===== src/rtl/riscv_pkg.sv =====
// Shared RV32I definitions: opcodes, decoder enums and the control bundle.
// Used by the decode stage and its combinational decoder.
package riscv_pkg;

  localparam logic [6:0] OP_LOAD   = 7'b0000011;
  localparam logic [6:0] OP_STORE  = 7'b0100011;
  localparam logic [6:0] OP_R      = 7'b0110011;
  localparam logic [6:0] OP_I      = 7'b0010011;
  localparam logic [6:0] OP_BRANCH = 7'b1100011;
  localparam logic [6:0] OP_JAL    = 7'b1101111;
  localparam logic [6:0] OP_JALR   = 7'b1100111;
  localparam logic [6:0] OP_LUI    = 7'b0110111;

  localparam logic [31:0] NOP_INSTR = 32'h0000_0013;

  typedef enum logic [2:0] {
    IMM_I, IMM_S, IMM_B, IMM_J, IMM_U
  } imm_src_t;

  typedef enum logic [2:0] {
    ALU_ADD = 3'b000,
    ALU_SUB = 3'b001,
    ALU_AND = 3'b010,
    ALU_OR  = 3'b011,
    ALU_SLT = 3'b101,
    ALU_LUI = 3'b110
  } alu_ctrl_t;

  typedef enum logic [1:0] {
    RES_ALU = 2'b00,
    RES_MEM = 2'b01,
    RES_PC4 = 2'b10
  } result_src_t;

  typedef struct packed {
    logic       reg_write;
    logic       mem_write;
    logic       branch;
    logic       jump;
    logic       alu_src;
    logic [1:0] result_src;
    alu_ctrl_t  alu_control;
  } ctrl_t;

  // All-zero control word: the pipeline bubble.
  localparam ctrl_t CTRL_BUBBLE = '0;

endpackage


===== src/rtl/id_decoder.sv =====
// Combinational RV32I decoder: main decoder, ALU decoder and immediate extender.
// Unsupported opcodes produce an all-zero (bubble) control word.
module id_decoder
  import riscv_pkg::*;
#(
  parameter int XLEN = 32
) (
  input  logic [31:0]     instr,
  output ctrl_t           ctrl,
  output logic [XLEN-1:0] imm_ext
);

  logic [6:0]         opcode;
  logic [2:0]         funct3;
  logic [1:0]         alu_op;
  imm_src_t           imm_src;
  logic signed [31:0] imm32;

  assign opcode = instr[6:0];
  assign funct3 = instr[14:12];

  always_comb begin
    // NOTE: every output is given a default first so no path through the case can infer a latch.
    ctrl    = CTRL_BUBBLE;
    alu_op  = 2'b00;
    imm_src = IMM_I;
    case (opcode)
      OP_LOAD: begin
        ctrl.reg_write  = 1'b1;
        ctrl.alu_src    = 1'b1;
        ctrl.result_src = RES_MEM;
      end
      OP_STORE: begin
        ctrl.mem_write = 1'b1;
        ctrl.alu_src   = 1'b1;
        imm_src        = IMM_S;
      end
      OP_R: begin
        ctrl.reg_write = 1'b1;
        alu_op         = 2'b10;
      end
      OP_I: begin
        ctrl.reg_write = 1'b1;
        ctrl.alu_src   = 1'b1;
        alu_op         = 2'b10;
      end
      OP_BRANCH: begin
        ctrl.branch = 1'b1;
        imm_src     = IMM_B;
        alu_op      = 2'b01;
      end
      OP_JAL: begin
        ctrl.reg_write  = 1'b1;
        ctrl.jump       = 1'b1;
        ctrl.result_src = RES_PC4;
        imm_src         = IMM_J;
      end
      OP_JALR: begin
        ctrl.reg_write  = 1'b1;
        ctrl.jump       = 1'b1;
        ctrl.alu_src    = 1'b1;
        ctrl.result_src = RES_PC4;
      end
      OP_LUI: begin
        ctrl.reg_write = 1'b1;
        ctrl.alu_src   = 1'b1;
        imm_src        = IMM_U;
        alu_op         = 2'b11;
      end
      default: ;
    endcase

    // Only R-type uses funct7[5] to select subtract; addi with bit 30 set is still an add.
    case (alu_op)
      2'b01: ctrl.alu_control = ALU_SUB;
      2'b10: begin
        case (funct3)
          3'b000:  ctrl.alu_control = (opcode[5] && instr[30]) ? ALU_SUB : ALU_ADD;
          3'b010:  ctrl.alu_control = ALU_SLT;
          3'b110:  ctrl.alu_control = ALU_OR;
          3'b111:  ctrl.alu_control = ALU_AND;
          default: ctrl.alu_control = ALU_ADD;
        endcase
      end
      2'b11:   ctrl.alu_control = ALU_LUI;
      default: ctrl.alu_control = ALU_ADD;
    endcase
  end

  always_comb begin
    case (imm_src)
      IMM_S:   imm32 = {{20{instr[31]}}, instr[31:25], instr[11:7]};
      IMM_B:   imm32 = {{20{instr[31]}}, instr[7], instr[30:25], instr[11:8], 1'b0};
      IMM_J:   imm32 = {{12{instr[31]}}, instr[19:12], instr[20], instr[30:21], 1'b0};
      IMM_U:   imm32 = {instr[31:12], 12'b0};
      default: imm32 = {{20{instr[31]}}, instr[31:20]};
    endcase
  end

  assign imm_ext = XLEN'(imm32);

endmodule


===== src/rtl/id_stage.sv =====
// RV32I decode stage: IF/ID register, decoder, ID/EX register and load-use detection.
// Define ID_WB_BYPASS_EN to forward the WB write port into the captured operands.
module id_stage
  import riscv_pkg::*;
#(
  parameter int XLEN = 32
) (
  input  logic            clk,
  input  logic            reset,
  input  logic [XLEN-1:0] instr_f,
  input  logic [XLEN-1:0] pc_f,
  input  logic [XLEN-1:0] pcplus4_f,
  input  logic            pc_src_e,
  output logic [4:0]      a1,
  output logic [4:0]      a2,
  input  logic [XLEN-1:0] rd1,
  input  logic [XLEN-1:0] rd2,
  input  logic            we3_w,
  input  logic [4:0]      a3_w,
  input  logic [XLEN-1:0] wd3_w,
  output logic            stall_f,
  output logic [XLEN-1:0] rd1_e,
  output logic [XLEN-1:0] rd2_e,
  output logic [XLEN-1:0] imm_ext_e,
  output logic [XLEN-1:0] pc_e,
  output logic [XLEN-1:0] pcplus4_e,
  output logic [4:0]      rs1_e,
  output logic [4:0]      rs2_e,
  output logic [4:0]      rd_e,
  output logic            reg_write_e,
  output logic            mem_write_e,
  output logic            branch_e,
  output logic            jump_e,
  output logic            alu_src_e,
  output logic [1:0]      result_src_e,
  output logic [2:0]      alu_control_e
);

  logic [31:0]     instr_d;
  logic [XLEN-1:0] pc_d, pcplus4_d;
  ctrl_t           ctrl_d, ctrl_e;
  logic [XLEN-1:0] imm_ext_d;
  logic [XLEN-1:0] op1_d, op2_d;
  logic            lwstall, bubble_e;

  always_ff @(posedge clk) begin
    // NOTE: sequential state uses non-blocking assignments so every register samples pre-edge values.
    if (reset || pc_src_e) begin
      instr_d   <= NOP_INSTR;
      pc_d      <= '0;
      pcplus4_d <= '0;
    end else if (!lwstall) begin
      instr_d   <= instr_f[31:0];
      pc_d      <= pc_f;
      pcplus4_d <= pcplus4_f;
    end
  end

  assign a1 = instr_d[19:15];
  assign a2 = instr_d[24:20];

  id_decoder #(.XLEN(XLEN)) u_decoder (
    .instr   (instr_d),
    .ctrl    (ctrl_d),
    .imm_ext (imm_ext_d)
  );

`ifdef ID_WB_BYPASS_EN
  // Covers a regfile that commits on the same rising edge that captures the operands.
  assign op1_d = (we3_w && (a3_w != 5'd0) && (a3_w == a1)) ? wd3_w : rd1;
  assign op2_d = (we3_w && (a3_w != 5'd0) && (a3_w == a2)) ? wd3_w : rd2;
`else
  logic unused_wb;
  assign unused_wb = ^{we3_w, a3_w, wd3_w};
  assign op1_d     = rd1;
  assign op2_d     = rd2;
`endif

  // rs2 is compared even for formats without rs2; a spare stall is harmless.
  assign lwstall  = (result_src_e == RES_MEM) && (rd_e != 5'd0) &&
                    ((rd_e == a1) || (rd_e == a2));
  assign stall_f  = lwstall;
  assign bubble_e = pc_src_e || lwstall;

  always_ff @(posedge clk) begin
    if (reset || bubble_e) begin
      ctrl_e    <= CTRL_BUBBLE;
      rd1_e     <= '0;
      rd2_e     <= '0;
      imm_ext_e <= '0;
      pc_e      <= '0;
      pcplus4_e <= '0;
      rs1_e     <= '0;
      rs2_e     <= '0;
      rd_e      <= '0;
    end else begin
      ctrl_e    <= ctrl_d;
      rd1_e     <= op1_d;
      rd2_e     <= op2_d;
      imm_ext_e <= imm_ext_d;
      pc_e      <= pc_d;
      pcplus4_e <= pcplus4_d;
      rs1_e     <= a1;
      rs2_e     <= a2;
      rd_e      <= instr_d[11:7];
    end
  end

  assign reg_write_e   = ctrl_e.reg_write;
  assign mem_write_e   = ctrl_e.mem_write;
  assign branch_e      = ctrl_e.branch;
  assign jump_e        = ctrl_e.jump;
  assign alu_src_e     = ctrl_e.alu_src;
  assign result_src_e  = ctrl_e.result_src;
  assign alu_control_e = ctrl_e.alu_control;

endmodule

===== config.mk =====
export PLATFORM = sky130hd
export DESIGN_NAME = id_stage
export DESIGN_NICKNAME = d
export VERILOG_FILES = /design/src/rtl/riscv_pkg.sv /design/src/rtl/id_decoder.sv /design/src/rtl/id_stage.sv
export SDC_FILE = /design/constraint.sdc
export NUM_CORES = 1
export LEC_CHECK = 0
export CORE_MARGIN = 5
export CORE_UTILIZATION = 40
export DETAILED_ROUTE_END_ITERATION = 16
export PLACE_DENSITY = 0.78
export SLEW_MARGIN = 40
export SYNTH_ARGS = -nofsm -noshare
export SYNTH_HDL_FRONTEND = slang
export SYNTH_SLANG_ARGS = --single-unit

===== constraint.sdc =====
create_clock -name clk -period 2.09 [get_ports clk]
set_clock_uncertainty 0.05 [all_clocks]
set_input_delay 0.418 -clock clk [delete_from_list [all_inputs] [get_ports clk]]
set_output_delay 0.418 -clock clk [all_outputs]
set_load 0.02 [all_outputs]

# Word-level counts from Yosys, hierarchy flattened
# Cells that the tools add are included.
# classes
mux	12
reduce_logical	13
eq_ne	21
# ops
operator	n
case mux 31 bit (4 select lines)	1
case mux 3 bit (4 select lines)	2
equality test 7 x 6 -> 1 bit, second input constant	3
equality test 7 bit, second input constant	3
equality test 5 bit	2
equality test 3 x 2 -> 1 bit, second input constant	3
equality test 3 bit, second input constant	3
case mux 3 bit (3 select lines)	1
equality test 7 x 2 -> 1 bit, second input constant	1
equality test 7 x 5 -> 1 bit, second input constant	1
two-way mux 1 bit	6
case mux 2 bit (3 select lines)	1
OR reduction 6 bit	1
nonzero test 5 bit	1
OR reduction 5 bit	1
equality test 2 x 1 -> 1 bit, second input constant	2
equality test 2 bit, second input constant	2
logical OR 1 bit	4
case mux 2 bit (2 select lines)	1
OR reduction 2 bit	2
equality test 3 x 1 -> 1 bit, second input constant	1
logical AND 1 bit	3
zero test 3 bit	1
# word_totals
out_inout_bits	196
reg_bits	281
inputBits	201

# Depth between registers and ports, before layout
# Gate-level depths: netlist of the first run.
# logic_depth
depth_word	5
depth_mapped	9

# Hierarchy
# Synthesis of the first run repeated with hierarchy kept, for this count alone.
# hier_totals
cells_unflattened	952
hier_area_um2	9681.8
# by_module_without_submodules
module	cells_per_inst	area_per_inst_um2	instances
id_stage	857	9017.4	1
id_decoder	95	664.4	1

# Worst setup path after synthesis of the first run
# No wires, ideal clock.
# synth_path
path_kind	reg-to-output
startpoint	register rd_e[0]
endpoint	output stall_f
path_stages_with_launch	8
arrival_ns	1.695
path_buffers	2
slack_ns	-0.073
path_cell_list	dfxtp_1 xor2_1 nor3_1 a22oi_1 or2_4 buf_6 inv_4 buf_2
# synth_between
elab_chain_cells	3
word_cells_on_any_way	6
# synth_lines
item	line	source
from (decl)	id_stage.sv:29	output logic [4:0] rd_e,
from (signal assigned)	id_stage.sv:105	rd_e <= instr_d[11:7];
equality test 5 bit or nonzero test 5 bit (tied branches)	id_stage.sv:81, id_stage.sv:80	
logical OR 1 bit or logical AND 1 bit (tied branches)	id_stage.sv:81, id_stage.sv:80	
logical AND 1 bit *	id_stage.sv:80	assign lwstall = (result_src_e == RES_MEM) && (rd_e != 5'd0) &&
to (decl)	id_stage.sv:21	output logic stall_f,
# Mark *: on every way between the ends. The rest lies on a longest branch, timed or not.

# Worst setup path after layout of the first run
# layout_path
startpoint	register rd_e[1]
endpoint	output stall_f
# Same word-level chain as after synthesis.

==> results of run 1 <==
[through the flow]
step / power (mW) / utilization (%)
global route: 12.4 / 62.2
floorplan: 6.11 / -
CTS: 12.0 / 61.8
global placement: 6.73 / 57.5
finish: 11.9 / 62.2
detailed placement: 6.75 / 57.5
[final cells by class]
cell class,count,area share [%]
Sequential cell,281,38.8
Clock inverter,11,1.14
Multi-Input combinational cell,556,23.1
Clock buffer,40,5.63
Inverter,7,0.216
Tap cell,319,2.75
Timing Repair Buffer,405,28.4
[metal layers]
metal | global-route usage (%) | up-vias | share of wire [%]
li1 | - | 3782 | -
met1 | 22.7 | 3561 | 37
met2 | 35.6 | 330 | 48
met3 | 7.77 | 61 | 11
met5 | 0 | - | 0.092
met4 | 7.01 | 4 | 3.5
[state kept, by name (all words and copies together) (netlist names), 2 cells and up]
register and flops:
alu_control_e 3, rd_e 5, result_src_e 2, rd1_e 32, instr_d 32, pcplus4_e 32, pcplus4_d 32, rd2_e 32
imm_ext_e 32, pc_e 32, rs2_e 5, pc_d 32, rs1_e 5
[critical path, cell delays in order, from the launching register on]
cell     delay [ps]
dfxtp_2         340
or4_4           550
o21ai_4         140
or2_4           160
inv_6            30
buf_4           150
[timing repair]
action,4_1_cts,5_1_grt
gates resized for setup,25,8
setup buffers,0,1
cloned,1,2
pin swaps,1,1
endpoints found under the setup margin,97,158
[placed cells by master, fill, tap and decap left out, types with 7 or more instances in the layout]
cell	instances
nand2_1	192
xor2_1	10
dlygate4sd2_1	14
and3_1	143
nor3b_1	7
a21oi_1	22
clkbuf_16	31
dfxtp_1	278
nor2_1	34
buf_12	7
mux2i_1	93
buf_4	33
clkdlybuf4s50_1	342
[cell families (layout without fill, tap and decap cells)]
family,after synthesis,count (layout),synth area share [%]
simple gates,405,405,21.1
flops,281,281,59.9
mux,93,93,9.91
buf+inv,90,463,4.61
compound gates,48,48,3.56
xor+xnor,10,10,0.932
[final timing paths]
path | startpoint | endpoint | cells past startpoint
hold reg to reg | pc_d[6] | pc_d[6] | 2
setup reg to reg | rd_e[4] | instr_d[8] | 8
setup / recovery | rd_e[1] | stall_f | 5
hold / removal | pcplus4_f[19] | pcplus4_d[19] | 3
[power groups by stage]
stage / clock, mW / sequential (mW) / combinational, mW
global route: 5.64 / 5.60 / 1.11
global placement: 0 / 5.70 / 1.02
floorplan: 0 / 5.81 / 0.305
CTS: 5.41 / 5.59 / 1.04
finish: 5.28 / 5.59 / 1.03
detailed placement: 0 / 5.71 / 1.04
==> run metrics, run 1 <==
outcome finished, violations left; violated checks setup timing; row count 56; CTS HTree Levels 1; cts bufs inserted 29; Clk pin slew, worst setup/hold paths 60 ps; Inst Count DP between 1,500 and 2,000; post-synthesis async set-or-reset flop share 0%; net count after synthesis about 1,100; drt drc 0; Fillers between 1,500 and 2,000; top cell type's share of synthesized area about three fifths; Net Sw Frac 21.8%; storage element area 5630 µm²; antenna viol nets, final 0; Skew-Pair Late Insertion Delay between 500 and 600 ps; most frequent cell after synthesis dfxtp_1; CTS Hold Bufs 0; Multi-input gate area 3350 µm²; final period utilization 114%; final setup violation count 82; Comb pwr share 8.7%; Syn-to-layout area delta 54.5%; leakage power total 5.95 nW; CP Launch Type flop; wire per inst between 15 and 20 µm; drt pass-1 iters 5; sequential power share 47.0%; TNS Setup -10,720 ps; DP HPWL 20.4 mm; Sw Pwr 2.59 mW; CTS root buf clkbuf_16; Distinct cells, synth 38; die height between 150 and 200 µm; total number of vias 7,738; initial core utilization 40.3%; buffers from clock root to sink, at most 3; GRT Resource Usage Total 20.3%; layout cells sized above 1 8.31%; Clock Power Share 44.4%; Post-synth top flop dfxtp_1; Mapped Area 9390 µm²; main area contributors after synthesis dfxtp_1, mux2i_1, and3_1; final hold slack 374 ps; Crit Path Max Fanout 4; Worst setup EP type primary output; Die Area 26,600 µm²; Max Freq 0.421 GHz; CP required 1620 ps; RSZ-0062 raised after global routing yes; antenna fix cells 0; Setup WS pre-CTS -323 ps; R2R setup slack -230 ps; CTS tree built; Routed WL 29.3 mm; HP Class input pin to flop; I/O Buffers 358; Worst Setup Slack, final -287 ps; DP Area 13,400 µm²; grt total ovfl 0; Non-Filler Instances 1,619; pwr/cell area 820 nW/µm²; Post-synth top cells dfxtp_1, nand2_1, and3_1; slew margin rel. 50.7%; critical path class flop to primary output; WP data arrival approximately 1900 ps; io pins 397; chip width approximately 160 µm; Final Hold Vio Count 0; Max VDD drop 687 µV; area of the core 23,300 µm²; Final Cell Area 14,500 µm²; cells after synthesis between 900 and 1,000; antenna violations before repair 2; Synth warnings 0; Post-synth EDFFs 0; min Tclk post-route 2380 ps; first-pass GRT wire length 42.5 mm; maxcap violations 0; final net count 1,481; Worst-Margin Slew 736 ps; cell taking the most area after synthesis dfxtp_1; final slew viol count 0; vias in the first global route 7,496; initial drt markers 566; maximum number of pins on one net before global-route repair 101; vias per inst about 4.8; post-synthesis register bit count 281; RD Place Congestion about 0.88; post-synthesis area per instance 10.1 µm²; Sink Count 281; register area share after synthesis 59.9%; Internal 9.31 mW
(Power assumes the default switching activity.)
==> run 2: changes to the inputs <==
Settings changed: SETUP_SLACK_MARGIN from default to 0.15.
==> run 2 against run 1 <==
  * Die area stayed put
  * Utilization is 4.4 points higher
  * Fmax is 0.26% lower
  * Worst setup slack worse by 6.2 ps
  * Critical path depth stayed put
  * Combinational power hardly changed
  * Hold slack worse by 10 ps
  * Largest cell class unchanged
  * Critical endpoint unchanged
  * The run still ends with setup timing left
==> run metrics, run 2 (same netlist as run 1, synthesis figures left out) <==
R2R setup slack -30 ps (+200 ps); layout cells sized above 1 17.7% (+9.4 points); Final Hold Vio Count 0 (unchanged); final period utilization 114% (+0.29 points); maxcap violations 0 (unchanged); commonest non-fill, non-tap cell in the layout dfxtp_1; first-pass GRT wire length 44.0 mm (+3.6%); Min-Delay Startpoint pcplus4_f[21]; Routed WL 33.5 mm (+15%); pwr/cell area 753 nW/µm² (-8.2%); CTS HTree Levels 1 (unchanged); TNS Setup -593 ps (+10,130 ps); Hold Path Stages 3 (unchanged); drt drc 0 (unchanged); CTS Hold Bufs 0 (unchanged); Non-Filler Instances 1,664 (+2.8%); critical path class flop to primary output; outcome finished, violations left; Worst Setup Slack, final -293 ps (-6.15 ps); maximum number of pins on one net before global-route repair 120 (+19%); DR top layer met4; final slew viol count 0 (unchanged); CP max stage delay 550 ps (about the same); Crit Path Max Fanout 4 (unchanged); Inst Count DP 1,562 (-0.13%); Worst-Margin Slew 719 ps (-17.2 ps); Worst setup EP type primary output; antenna fix cells 0 (unchanged); WP data arrival 1910 ps (about the same); cell-by-cell trace of the critical path or4_4 > o21ai_4 > or2_4 > inv_8 > buf_6; Sink Count 281 (unchanged); Syn-to-layout area delta 65.4%; buffers from clock root to sink, at most 3 (unchanged); worst reg2reg startpoint rd_e[1]; CTS tree built; final setup violation count 23 (-72%); vias in the first global route 7,767 (+3.6%); final core utilization 66.6% (+4.4 points); DP HPWL 20.7 mm (+1.5%); chip width 163 µm (unchanged); Skew-Pair Late Insertion Delay 550 ps (about the same); min Tclk post-route 2380 ps (+6.15 ps); leakage power total 6.92 nW (+16%); Die Area 26,600 µm² (unchanged); cts bufs inserted 30 (+3.4%); slowest library cell on the worst path or4_4; GRT Resource Usage Total 21.0% (+0.66 points); violated checks setup timing; initial drt markers 516 (-8.8%); total number of vias 8,134 (+5.1%); met2 wire length 16.9 mm (+19%); initial core utilization 40.3% (unchanged); io pins 397 (unchanged); RSZ-0062 raised after global routing yes; row count 56 (unchanged); most frequent cells in the layout dfxtp_1, nand2_1, clkdlybuf4s50_1, dlygate4sd2_1, mux2i_1; HP Class input pin to flop; wire per inst 20.2 µm (+11%); CP Launch Type flop; antenna viol nets, final 0 (unchanged); reg2reg path depth 9 (+1); Max VDD drop 729 µV (+6.1%); WL met3 3.06 mm (-6.1%); CTS root buf clkbuf_16; DRT met1 WL 12.7 mm (+18%); final net count 1,526 (+3.0%); drt pass-1 iters 5 (unchanged); Hold EP pcplus4_d[21]; final hold slack 364 ps (-10.0 ps); I/O Buffers 358 (unchanged); slew margin rel. 51.9% (+1.2 points); grt total ovfl 0 (unchanged); RD Place Congestion 0.880 (-0.28%); Fillers 1,802 (-4.0%); vias per inst 4.89 (+2.3%); Clk pin slew, worst setup/hold paths 60 ps (about the same); antenna violations before repair 0 (-2); area of the core 23,300 µm² (unchanged); Max Freq 0.420 GHz (-0.26%); FF-to-FF End pc_d[2]; CP required 1620 ps (about the same); die height 163 µm (unchanged)
## run 2: repair_timing
action / CTS / global route
pin swaps: 47 / 7
setup endpoints to repair: 292 / 292
buffers inserted: 4 / 13
gates cloned: 2 / 31
gates resized for setup: 270 / 30
## run 2: worst max path at each step
stage          cells past startpoint  slack, ps           to      from
3_3_place_gp                       6         10  mem_write_e  pc_src_e
5_1_grt                            5       -350      stall_f   rd_e[1]
4_1_cts                            5       -360      stall_f   rd_e[2]
6_report                           5       -290      stall_f   rd_e[1]
3_5_place_dp                       6         40  mem_write_e  pc_src_e
2_1_floorplan                      6        110      stall_f   rd_e[1]
## run 2: final cells by class
cell class,instances,area (µm²),share of cell area (%)
clock buffer,41,832,5.36
multi-input combinational,557,3800,24.4
inverter,7,33.8,0.217
clock inverter,11,108,0.693
sequential,281,5640,36.3
timing repair buffer,448,4730,30.4
tap,319,399,2.57
## run 2: metal layers
layer  vias to the layer above  GRT usage [%]
met1                      3867           23.5
li1                       3904              -
met5                         -              0
met2                       318           37.4
met3                        45           8.23
met4                         0           5.60
## run 2: stage by stage
stage                     setup slack [ps]  total power [mW]  cell area (µm²)
after floorplan                        109              6.11             9410
after global placement                14.5              6.72            13400
after detailed placement              35.7              6.74            13400
after CTS                             -356              11.8            14700
after global routing                  -351              12.1            15500
final                                 -293              11.7            15500
## run 2: critical path: cells and delay by family (launching register included)
kind	cells	cell delay [ps]
buffers and inverters	2	160
AO/OA/AOI/OAI	1	140
AND/OR/NAND/NOR	2	710
flip-flops	1	350
## run 2: report_power, final
part           switching (mW)  total (mW)  internal (mW)
Combinational           0.483        1.05          0.571
Clock                    2.15        5.05           2.91
Sequential             0.0741        5.59           5.52
==> run 3: changes to the inputs <==
Settings changed: ABC_CLOCK_PERIOD_IN_PS from default to 2090.
==> results of run 3 <==
Final layout, timing and power as in run 2 (identical DEF).
